File: config.mk
export PLATFORM = sky130hd
export DESIGN_NAME = unpack
export DESIGN_NICKNAME = d
export VERILOG_FILES = /design/src/rtl/unpack_pkg.sv /design/src/rtl/unpack.sv
export SDC_FILE = /design/constraint.sdc
export NUM_CORES = 1
export LEC_CHECK = 0
export CAP_MARGIN = 20
export CORE_ASPECT_RATIO = 0.9
export CORE_UTILIZATION = 46
export DETAILED_ROUTE_END_ITERATION = 12
export GPL_ROUTABILITY_DRIVEN = 0
export PLACE_DENSITY = 0.83
export SLEW_MARGIN = 40
export SYNTH_ARGS = -nofsm -noshare
export SYNTH_HDL_FRONTEND = slang
export SYNTH_SLANG_ARGS = --single-unit
File: constraint.sdc
create_clock -name clk -period 2.9 [get_ports clk]
set_input_delay 0.435 -clock clk [delete_from_list [all_inputs] [get_ports clk]]
set_output_delay 0.435 -clock clk [all_outputs]
set_load 0.01 [all_outputs]
File: src/rtl/unpack_pkg.sv
// Shared helpers for the pack/unpack pair: lane-count width and count clamping.
package unpack_pkg;

  // Width of a lane-count field able to hold 0..d inclusive.
  function automatic int cnt_w(input int d);
    return $clog2(d) + 1;
  endfunction

  // Requested lane counts above d saturate to a full word.
  function automatic int clamp_cnt(input int cnt, input int d);
    return (cnt > d) ? d : cnt;
  endfunction

endpackage

File: src/rtl/unpack.sv
// Wide-to-narrow serializer: one W*D word in, up to D W-bit beats out on a stb/rdy stream.
module unpack
  import unpack_pkg::*;
#(
  parameter int W         = 8,
  parameter int D         = 2,
  parameter int MSB_FIRST = 0
) (
  input  logic                  clk,
  input  logic                  rst,
  input  logic                  s_stb,
  input  logic [W*D-1:0]        s_dat,
  input  logic [cnt_w(D)-1:0]   s_cnt,
  output logic                  s_rdy,
  output logic                  m_stb,
  output logic [W-1:0]          m_dat,
  output logic                  m_lst,
  input  logic                  m_rdy
);

  localparam int CW = cnt_w(D);
  localparam int IW = CW - 1;

  logic [W*D-1:0] hold;
  logic [IW-1:0]  idx;
  logic [CW-1:0]  n;
  logic [CW-1:0]  n_in;
  logic           acc;

  function automatic logic [W-1:0] lane_of(input logic [W*D-1:0] word, input logic [IW-1:0] i);
    logic [W-1:0] r;
    int           lane;
    r    = '0;
    lane = (MSB_FIRST != 0) ? (D - 1 - int'(i)) : int'(i);
    for (int k = 0; k < D; k++)
      if (k == lane) r = word[k*W +: W];
    return r;
  endfunction

  assign n_in  = CW'(clamp_cnt(int'(s_cnt), D));
  assign m_dat = lane_of(hold, idx);
  assign m_lst = ({1'b0, idx} + CW'(1)) == n;
  // The final beat handing off frees the slot in the same cycle, so words stream with no bubble.
  assign s_rdy = ~m_stb | (m_rdy & m_lst);
  assign acc   = s_stb & s_rdy;

  always_ff @(posedge clk or posedge rst) begin
    if (rst) begin
      m_stb <= 1'b0;
      idx   <= '0;
      n     <= '0;
    end else if (acc) begin
      n     <= n_in;
      idx   <= '0;
      m_stb <= (n_in != '0);
    end else if (m_stb & m_rdy) begin
      if (m_lst) begin
        m_stb <= 1'b0;
        idx   <= '0;
      end else begin
        idx   <= idx + IW'(1);
      end
    end
  end

  // Data register carries no reset; it is only observed while m_stb is set.
  always_ff @(posedge clk)
    if (acc) hold <= s_dat;

endmodule

==> results of run 1 <==
==> metrics by stage <==
stage | total power [mW] | utilization, %
6_report | 0.526 | 71.6
5_1_grt | 0.543 | 71.6
4_1_cts | 0.532 | 71.6
3_5_place_dp | 0.405 | 70.1
3_3_place_gp | 0.403 | 70.1
2_1_floorplan | 0.357 | -
==> cells in the mapped netlist <==
master	number
a211oi_1	1
a21oi_1	1
a2bb2oi_1	1
a311oi_1	1
and2_1	1
and2b_4	1
buf_2	1
buf_4	2
buf_6	1
dfrtp_1	4
edfxtp_1	16
inv_1	1
mux2_1	4
mux2_2	4
mux2i_1	1
nand2_1	6
nand3_1	1
nand4_1	1
nand4b_1	1
nor2_1	1
nor2b_1	2
o21ai_0	1
o21ai_1	1
o311ai_2	1
o31ai_1	1
o32a_1	1
o32ai_1	1
or2b_1	1
==> layout by cell type (no fill, tap or decap) <==
cell type | Yosys | final
clkbuf_4 | 0 | 3
nor2b_1 | 2 | 2
clkinv_1 | 0 | 1
nand4b_1 | 1 | 1
o32a_1 | 1 | 1
nor2_1 | 1 | 1
o21ai_0 | 1 | 1
o32ai_1 | 1 | 1
clkdlybuf4s50_1 | 0 | 32
a21oi_1 | 1 | 1
o311ai_2 | 1 | 1
nand2_1 | 6 | 6
a311oi_1 | 1 | 1
nand4_1 | 1 | 1
and2_1 | 1 | 1
or2b_1 | 1 | 1
edfxtp_1 | 16 | 16
o21ai_1 | 1 | 1
dfrtp_1 | 4 | 4
buf_4 | 2 | 2
a2bb2oi_1 | 1 | 1
nand3_1 | 1 | 1
mux2i_1 | 1 | 1
a211oi_1 | 1 | 1
and2b_4 | 1 | 1
mux2_2 | 4 | 4
o31ai_1 | 1 | 1
inv_1 | 1 | 1
mux2_1 | 4 | 4
==> state kept, by name, summed over array words and instances (netlist names) <==
name,cells
n,2
m_stb,1
idx,1
hold,16
==> metal layers <==
metal	vias up	wire, um
met5	-	0
met3	4	52
met4	0	28
met1	289	663
li1	297	-
met2	20	771
==> final cells by class <==
class / count / area [um2]
clock inverter: 1 / 3.75
multi-input combinational: 34 / 265
tap: 24 / 30.0
sequential: 20 / 581
inverter: 1 / 3.75
clock buffer: 3 / 22.5
timing repair buffer: 34 / 335
fill: 116 / 493
==> report_power, final <==
| group | leakage (nW) | switching, mW | internal, mW |
|---|---|---|---|
| clock network | 0.0154 | 0.0781 | 0.0501 |
| logic | 0.219 | 0.0210 | 0.0530 |
| registers | 0.192 | 0.0119 | 0.312 |
==> logic make-up (layout without fill, tap and decap cells) <==
kind of cell,after synthesis,count (layout),synth area share (%)
flops,20,20,65.9
simple gates,15,15,9.38
compound gates,10,10,9.38
mux,9,9,11.4
buf+inv,5,39,3.98
==> path summary, 6_finish.rpt <==
check                                       start                 to  slack, ns
worst max-delay path                        m_rdy              s_rdy       0.43
worst min-delay path                          rst    idx$_DFFE_PP0P_       0.31
worst max register to register    idx$_DFFE_PP0P_  hold[4]$_DFFE_PP_       1.20
worst min register to register  m_stb$_DFFE_PP0P_    idx$_DFFE_PP0P_       0.64
max in group asynchronous                     rst   n[0]$_DFFE_PP0P_       2.45
min in group clk                m_stb$_DFFE_PP0P_    idx$_DFFE_PP0P_       0.64
==> flow_summary.toml, run 1 <==
[outcome]
status = "finished clean"

[routing]
wl_um = 1520
via_per_inst = 5.21
drc = 0
routed-via-count = 610
dr.pass1.iters = 3
ant_nets = 0
wl_per_cell_um = 13.0
drt_iter0_drc = 3

[global_route]
met2_usage_pct = 28.6
grt_pass1_wl_um = 2530
antenna_found_initial = 0
grt_usage_pct = 18.0
top_usage_layer = "met2"
grt_pass1_vias = 583
use_met3_pct = 3.33
grt_overflow = 0
grt_max_degree = 18
use_met1_pct = 22.4

[critical_path]
worstSetupPathType = "primary input to primary output"
worstPathArrival_ns = 2.04
worst-path-buf-inv = 2
cp_max_fo = 6
worstPathCellList = "clkdlybuf4s50_1 -> nand2_1 -> o311ai_2 -> clkdlybuf4s50_1"
crit_path_frequent_cell = "clkdlybuf4s50_1"
slowest_stage = "clkdlybuf4s50_1"
critPathMaxStageDelay_ns = 0.62
crit_family = "buffers and inverters"
required_ns = 2.47
crit_path_end_kind = "primary output"
reg2reg_depth = 4
path_depth = 4
startpoint_type = "primary input"

[die]
die_w_um = 48.1
dieArea_um2 = 2090
design.core.area_um2 = 1730
rows = 14
die_y_um = 43.5
start_util_pct = 50.8
io_pins = 33

[cells_and_area]
drive_gt1_share_pct = 11.8
area_delta_synth_final_pct = 40.9
fin_nets = 116
num_antenna_cells = 0
layout.cells.non_filler = 117
final_area_um2 = 1240

[power_and_ir_drop]
ir_drop_mv = 0.412
cellLeakagePower_nw = 0.427
pwr_density_cell_nw_per_um2 = 424

[logic_synthesis]
synthTopCellsByArea = "edfxtp_1 (55%), dfrtp_1 (11%), mux2_1 (5.1%)"
synth_area_um2 = 881
postSynthCellCount = 59
synth.top_cell.area_share_pct = 54.5
yosysWarnings = 0
ys_seq_elements = 20
synth_seq_area_share_pct = 65.9
synth_cell_type_count = 28
synthesis.nets = 81
yosysTopAreaCell = "edfxtp_1"
synth_area_per_cell_um2 = 14.9

[clock_tree]
cts_made_buffers = 3
clockBufferDepth = 2
h-tree-depth = 1
worstSkewPairLatency_ns = 0.29
path_clk_slew_ns = 0.10
postCtsResizedCells = 0
cts_tree = "built"
cts_hold_buf = 0
cts_sinks = 20
post-cts-setup-buffers = 0
cts_root_buf = "clkbuf_4"

[timing]
fin_crit_sh_pct = 85.3
hold_ws_ns = 0.309
fmax_mhz = 404
period_needed_ns = 2.47
maxSlewViolCount = 0
maxSlewHeadroom_pct = 61.8
rsz0062_at_grt = "no"
setup-violations-final = 0
setup_ws_ns = 0.426
final-hold-violation-count = 0
skew_ns = 0.00110
worst_pin_slew_ns = 0.573
tns_ns = 0

[worst_hold_path]
hold_path_class = "primary input to async pin"

[run]
cap_violations = 0

[placed_design]
place_ws_ns = 0.466
place_hpwl_um = 1140
place_area_um2 = 1210
placed_cells = 113
numPortBuffers = 32
Note: power is estimated with default switching activity, not from simulation.
==> inputs of run 2 (changes only) <==
- PLACE_DENSITY: 0.83 -> default
- PLACE_DENSITY_LB_ADDON: default -> 0.1
==> run 2 against run 1 <==
Register-to-register slack worse by 0.30 ns. Cell count is 0.85% lower. First-iteration DRC count is 67% higher. Highest routed layer unchanged.
==> flow_summary.toml, run 2 (synthesized netlist as in run 1, its figures left out) <==
[timing]
skew_ns = 0.00720
fin_crit_sh_pct = 82.7
rsz0062_at_grt = "no"
maxSlewHeadroom_pct = 59.3
worst_pin_slew_ns = 0.610
fmax_mhz = 417
period_needed_ns = 2.40
maxSlewViolCount = 0
setup-violations-final = 0
tns_ns = 0
final-hold-violation-count = 0

[clock_tree]
path_clk_slew_ns = 0.10
clockBufferDepth = 2
cts_hold_buf = 0
cts_root_buf = "clkbuf_4"
post-cts-setup-buffers = 0
cts_sinks = 20
worstSkewPairLatency_ns = 0.30
cts_tree = "built"
cts_made_buffers = 3
h-tree-depth = 1
postCtsResizedCells = 0

[global_route]
grt_pass1_wl_um = 2330
grt_usage_pct = 16.5
antenna_found_initial = 0
grt_max_degree = 18
grt_overflow = 0
grt_pass1_vias = 548

[routing]
ant_nets = 0
drc = 0
dr.pass1.iters = 4
wl_per_cell_um = 12.4
routed-via-count = 598
via_per_inst = 5.16
drt_iter0_drc = 5
wl_um = 1430

[cells_and_area]
largest_register_ffs = 16
area_delta_synth_final_pct = 40.1
top_register = "hold"
fillers = 122
fin_nets = 115
reg_top3 = "hold (16), n (2)"
final_common_cell = "clkdlybuf4s50_1"
most-common-layout-cells = "clkdlybuf4s50_1 (32), edfxtp_1 (16), nand2_1 (6)"
num_antenna_cells = 0
drive_gt1_share_pct = 10.9

[die]
start_util_pct = 50.8
design.core.area_um2 = 1730
rows = 14
die_w_um = 48.1
io_pins = 33
die_y_um = 43.5
dieArea_um2 = 2090

[power_and_ir_drop]
switching_power_mw = 0.112
cellLeakagePower_nw = 0.422
p_int_mw = 0.415
power.total_mw = 0.527
pwr_density_cell_nw_per_um2 = 427
ir_drop_mv = 0.493
power_frac_seq_pct = 61.5
power_frac_comb_pct = 13.9
switching_share_pct = 21.3
clkPwrFrac_pct = 24.5

[critical_path]
r2r_setup_slack_ns = 0.90
reg2reg_depth = 4
r2r-end = "hold[12]$_DFFE_PP_"
worstPathArrival_ns = 1.96
crit_path_end_kind = "primary output"
reg2reg_from = "idx$_DFFE_PP0P_"
cp_max_fo = 6
startpoint_type = "primary input"
worstSetupPathType = "primary input to primary output"
required_ns = 2.47

[run]
cap_violations = 0

[placed_design]
numPortBuffers = 32
place_hpwl_um = 1080

[outcome]
status = "finished clean"

[worst_hold_path]
hold_path_class = "primary input to async pin"
## run 2: changes by cell type in the layout (fill, tap and decap cells not counted)
cell	change
buf_4	-1
## run 2: how the worst max path moves through the flow
stage / startpoint / end / slack, ns / cells past startpoint
CTS: idx$_DFFE_PP0P_ / s_rdy / 0.48 / 3
floorplan: n[1]$_DFFE_PP0P_ / hold[0]$_DFFE_PP_ / 1.13 / 3
global placement: m_rdy / s_rdy / 0.52 / 4
detailed placement: m_rdy / s_rdy / 0.51 / 4
finish: m_rdy / s_rdy / 0.50 / 4
global route: idx$_DFFE_PP0P_ / s_rdy / 0.35 / 3
## run 2: layer usage
| metal | vias up | track usage, % | part of all wire [%] | routed length [um] |
|---|---|---|---|---|
| li1 | 292 | - | - | - |
| met1 | 284 | 20.1 | 41 | 582 |
| met2 | 20 | 25.4 | 52 | 745 |
| met3 | 2 | 8.33 | 7.0 | 100 |
| met4 | 0 | 5.00 | 0.28 | 4 |
| met5 | - | 0 | 0 | 0 |
## run 2: critical path: stages
cell             delay [ns]
clkdlybuf4s50_1        0.57
nand2_1                0.09
o311ai_2               0.27
clkdlybuf4s50_1        0.59
## run 2: layout make-up
cell class | count | area [um2] | area share, %
clock buffers | 3 | 22.5 | 1.83
clock inverters | 1 | 3.75 | 0.304
inverters | 1 | 3.75 | 0.304
multi-input cells | 34 | 265 | 21.5
flip-flops and latches | 20 | 581 | 47.1
well taps | 24 | 30.0 | 2.43
repair buffers | 33 | 328 | 26.6
## run 2: metrics by stage
stage / std cells / cell area (um2) / util (%) / setup WS, ns / hold WS [ns]
2_1_floorplan: 59 / 881 / - / 1.13 / 0.201
3_3_place_gp: 112 / 1210 / 69.6 / 0.522 / 0.609
3_5_place_dp: 112 / 1210 / 69.6 / 0.507 / 0.614
4_1_cts: 116 / 1230 / 71.1 / 0.479 / 0.292
5_1_grt: 116 / 1230 / 71.1 / 0.351 / 0.314
6_report: 116 / 1230 / 71.1 / 0.502 / 0.303
## run 2: power groups by stage
| stage | Sequential (mW) | Clock [mW] | Combinational (mW) |
|---|---|---|---|
| final | 0.324 | 0.129 | 0.0734 |
| after global routing | 0.326 | 0.150 | 0.0786 |
| after CTS | 0.325 | 0.138 | 0.0744 |
| after detailed placement | 0.331 | 0 | 0.0739 |
| after global placement | 0.331 | 0 | 0.0733 |
| after floorplan | 0.319 | 0 | 0.0382 |
==> inputs of run 3 (changes only) <==
- CORE_UTILIZATION: 46 -> 38
- clock period: 2.9 -> 2 ns (I/O delays scaled with it)
==> run 3 against run 2 <==
Cell count increased by 7.8%. Sequential share of layout area decreased by 3.1 points. Critical path depth decreased by 1. Non-clock buffer count increased by 6. Clock power increased by 75%. Count of clock-buffer cells in the layout increased by 1. Clock skew decreased by 0.0015 ns. Flip-flop and latch count unchanged. Via count increased by 2.5%. Combinational power increased by 88%.
==> flow_summary.toml, run 3 (synthesized netlist as in run 1, its figures left out) <==
[outcome]
status = "finished clean"

[timing]
fin_crit_sh_pct = 89.4
rsz0062_at_grt = "no"
setup-violations-final = 0
hold_ws_ns = 0.194
maxSlewViolCount = 0
skew_ns = 0.00572
worst_pin_slew_ns = 0.276
period_needed_ns = 1.79
maxSlewHeadroom_pct = 81.6
final-hold-violation-count = 0
fmax_mhz = 560
tns_ns = 0

[cells_and_area]
multi_input_area_um2 = 265
most-common-layout-cells = "clkdlybuf4s50_1 (22), edfxtp_1 (16), dlymetal6s2s_1 (7)"
reg_top3 = "hold (16), n (2)"
num_antenna_cells = 0
drive_gt1_share_pct = 19.4
layout.cells.non_filler = 125
ff_latch_area_um2 = 583
final_common_cell = "clkdlybuf4s50_1"
fillers = 186
largest_register_ffs = 16
area_delta_synth_final_pct = 50.4
fin_nets = 121
top_register = "hold"

[clock_tree]
cts_made_buffers = 3
cts_tree = "built"
worstSkewPairLatency_ns = 0.29
path_clk_slew_ns = 0.11
clockBufferDepth = 2
cts_sinks = 20
h-tree-depth = 1
cts_root_buf = "clkbuf_4"

[die]
design.core.area_um2 = 2180
rows = 16
start_util_pct = 40.4
dieArea_um2 = 2510
die_y_um = 47.7
io_pins = 33
die_w_um = 52.8

[critical_path]
crit_path_end_kind = "primary output"
slowest_stage = "dfrtp_2"
worstPathCellList = "buf_4 -> o311ai_2 -> dlygate4sd2_1"
cp_max_fo = 5
critPathMaxStageDelay_ns = 0.45
worstPathArrival_ns = 1.49
required_ns = 1.70
worstSetupPathType = "flip-flop to primary output"
startpoint_type = "flip-flop"

[placed_design]
numPortBuffers = 32
placed_cells = 119
place_hpwl_um = 1180

[routing]
wl_um = 1550
routed-via-count = 613
dr.pass1.iters = 4
wl_per_cell_um = 12.4
drt_iter0_drc = 15
drc = 0
ant_nets = 0
via_per_inst = 4.90

[global_route]
grt_pass1_wl_um = 2310
grt_max_degree = 17
grt_pass1_vias = 547
grt_overflow = 0
antenna_found_initial = 0
grt_usage_pct = 13.4

[run]
cap_violations = 0

[power_and_ir_drop]
ir_drop_mv = 0.448
cellLeakagePower_nw = 0.539
pwr_density_cell_nw_per_um2 = 620

[worst_hold_path]
hold_path_class = "primary input to async pin"
## run 3: changes by cell type in the layout (fill, tap and decap cells not counted), sizes merged
cell and delta:
dlygate4sd2 +3, clkinv -1, clkdlybuf4s50 -10, buf +6, clkbuf +1, dlymetal6s2s +7
## run 3: repair_timing
action | 4_1_cts | 5_1_grt
gates cloned | 0 | 0
pin swaps | 0 | 0
buffers inserted | 1 | 1
hold buffers | 0 | 0
resized for setup | 6 | 7
setup endpoints to repair | 8 | 7
## run 3: layout make-up
| type | count | share of cell area (%) |
|---|---|---|
| inverters | 1 | 0.283 |
| multi-input cells | 34 | 20.0 |
| clock buffers | 4 | 2.74 |
| well taps | 27 | 2.55 |
| flip-flops and latches | 20 | 44.0 |
| repair buffers | 39 | 30.4 |
## run 3: final timing paths
kind	startpoint	end	slack [ns]	cells past startpoint
min in group clk	s_dat[7]	hold[7]$_DFFE_PP_	0.55	1
min reg2reg	idx$_DFFE_PP0P_	idx$_DFFE_PP0P_	0.58	2
max in group asynchronous	rst	idx$_DFFE_PP0P_	1.63	2
min	rst	n[0]$_DFFE_PP0P_	0.19	2
max	idx$_DFFE_PP0P_	s_rdy	0.21	3
max reg2reg	idx$_DFFE_PP0P_	hold[6]$_DFFE_PP_	0.44	4
## run 3: layer usage
layer	track usage, %	part of all wire (%)
met1	19.4	46
met2	19.5	47
met3	4.44	7.3
met4	3.16	0
met5	0	0
## run 3: per-stage QoR
stage / utilization [%] / setup slack, ns / power [mW] / cell area, um2
2_1_floorplan: - / 0.234 / 0.518 / 881
3_3_place_gp: 57.5 / -0.0319 / 0.597 / 1250
3_5_place_dp: 57.5 / -0.0279 / 0.599 / 1250
4_1_cts: 59.6 / 0.00126 / 0.829 / 1300
5_1_grt: 60.7 / 0.106 / 0.859 / 1330
6_report: 60.7 / 0.213 / 0.821 / 1330
## run 3: power breakdown
part	total, mW	leakage [nW]	switching, mW	internal (mW)
sequential	0.458	0.190	0.00475	0.453
clock	0.226	0.0210	0.115	0.111
combinational	0.138	0.329	0.0471	0.0909
## run 3: critical path: cells and delay by family, from the launching register on
family | cells | cell delay (ns)
buf+inv | 2 | 0.46
flops | 1 | 0.45
compound gates | 1 | 0.29
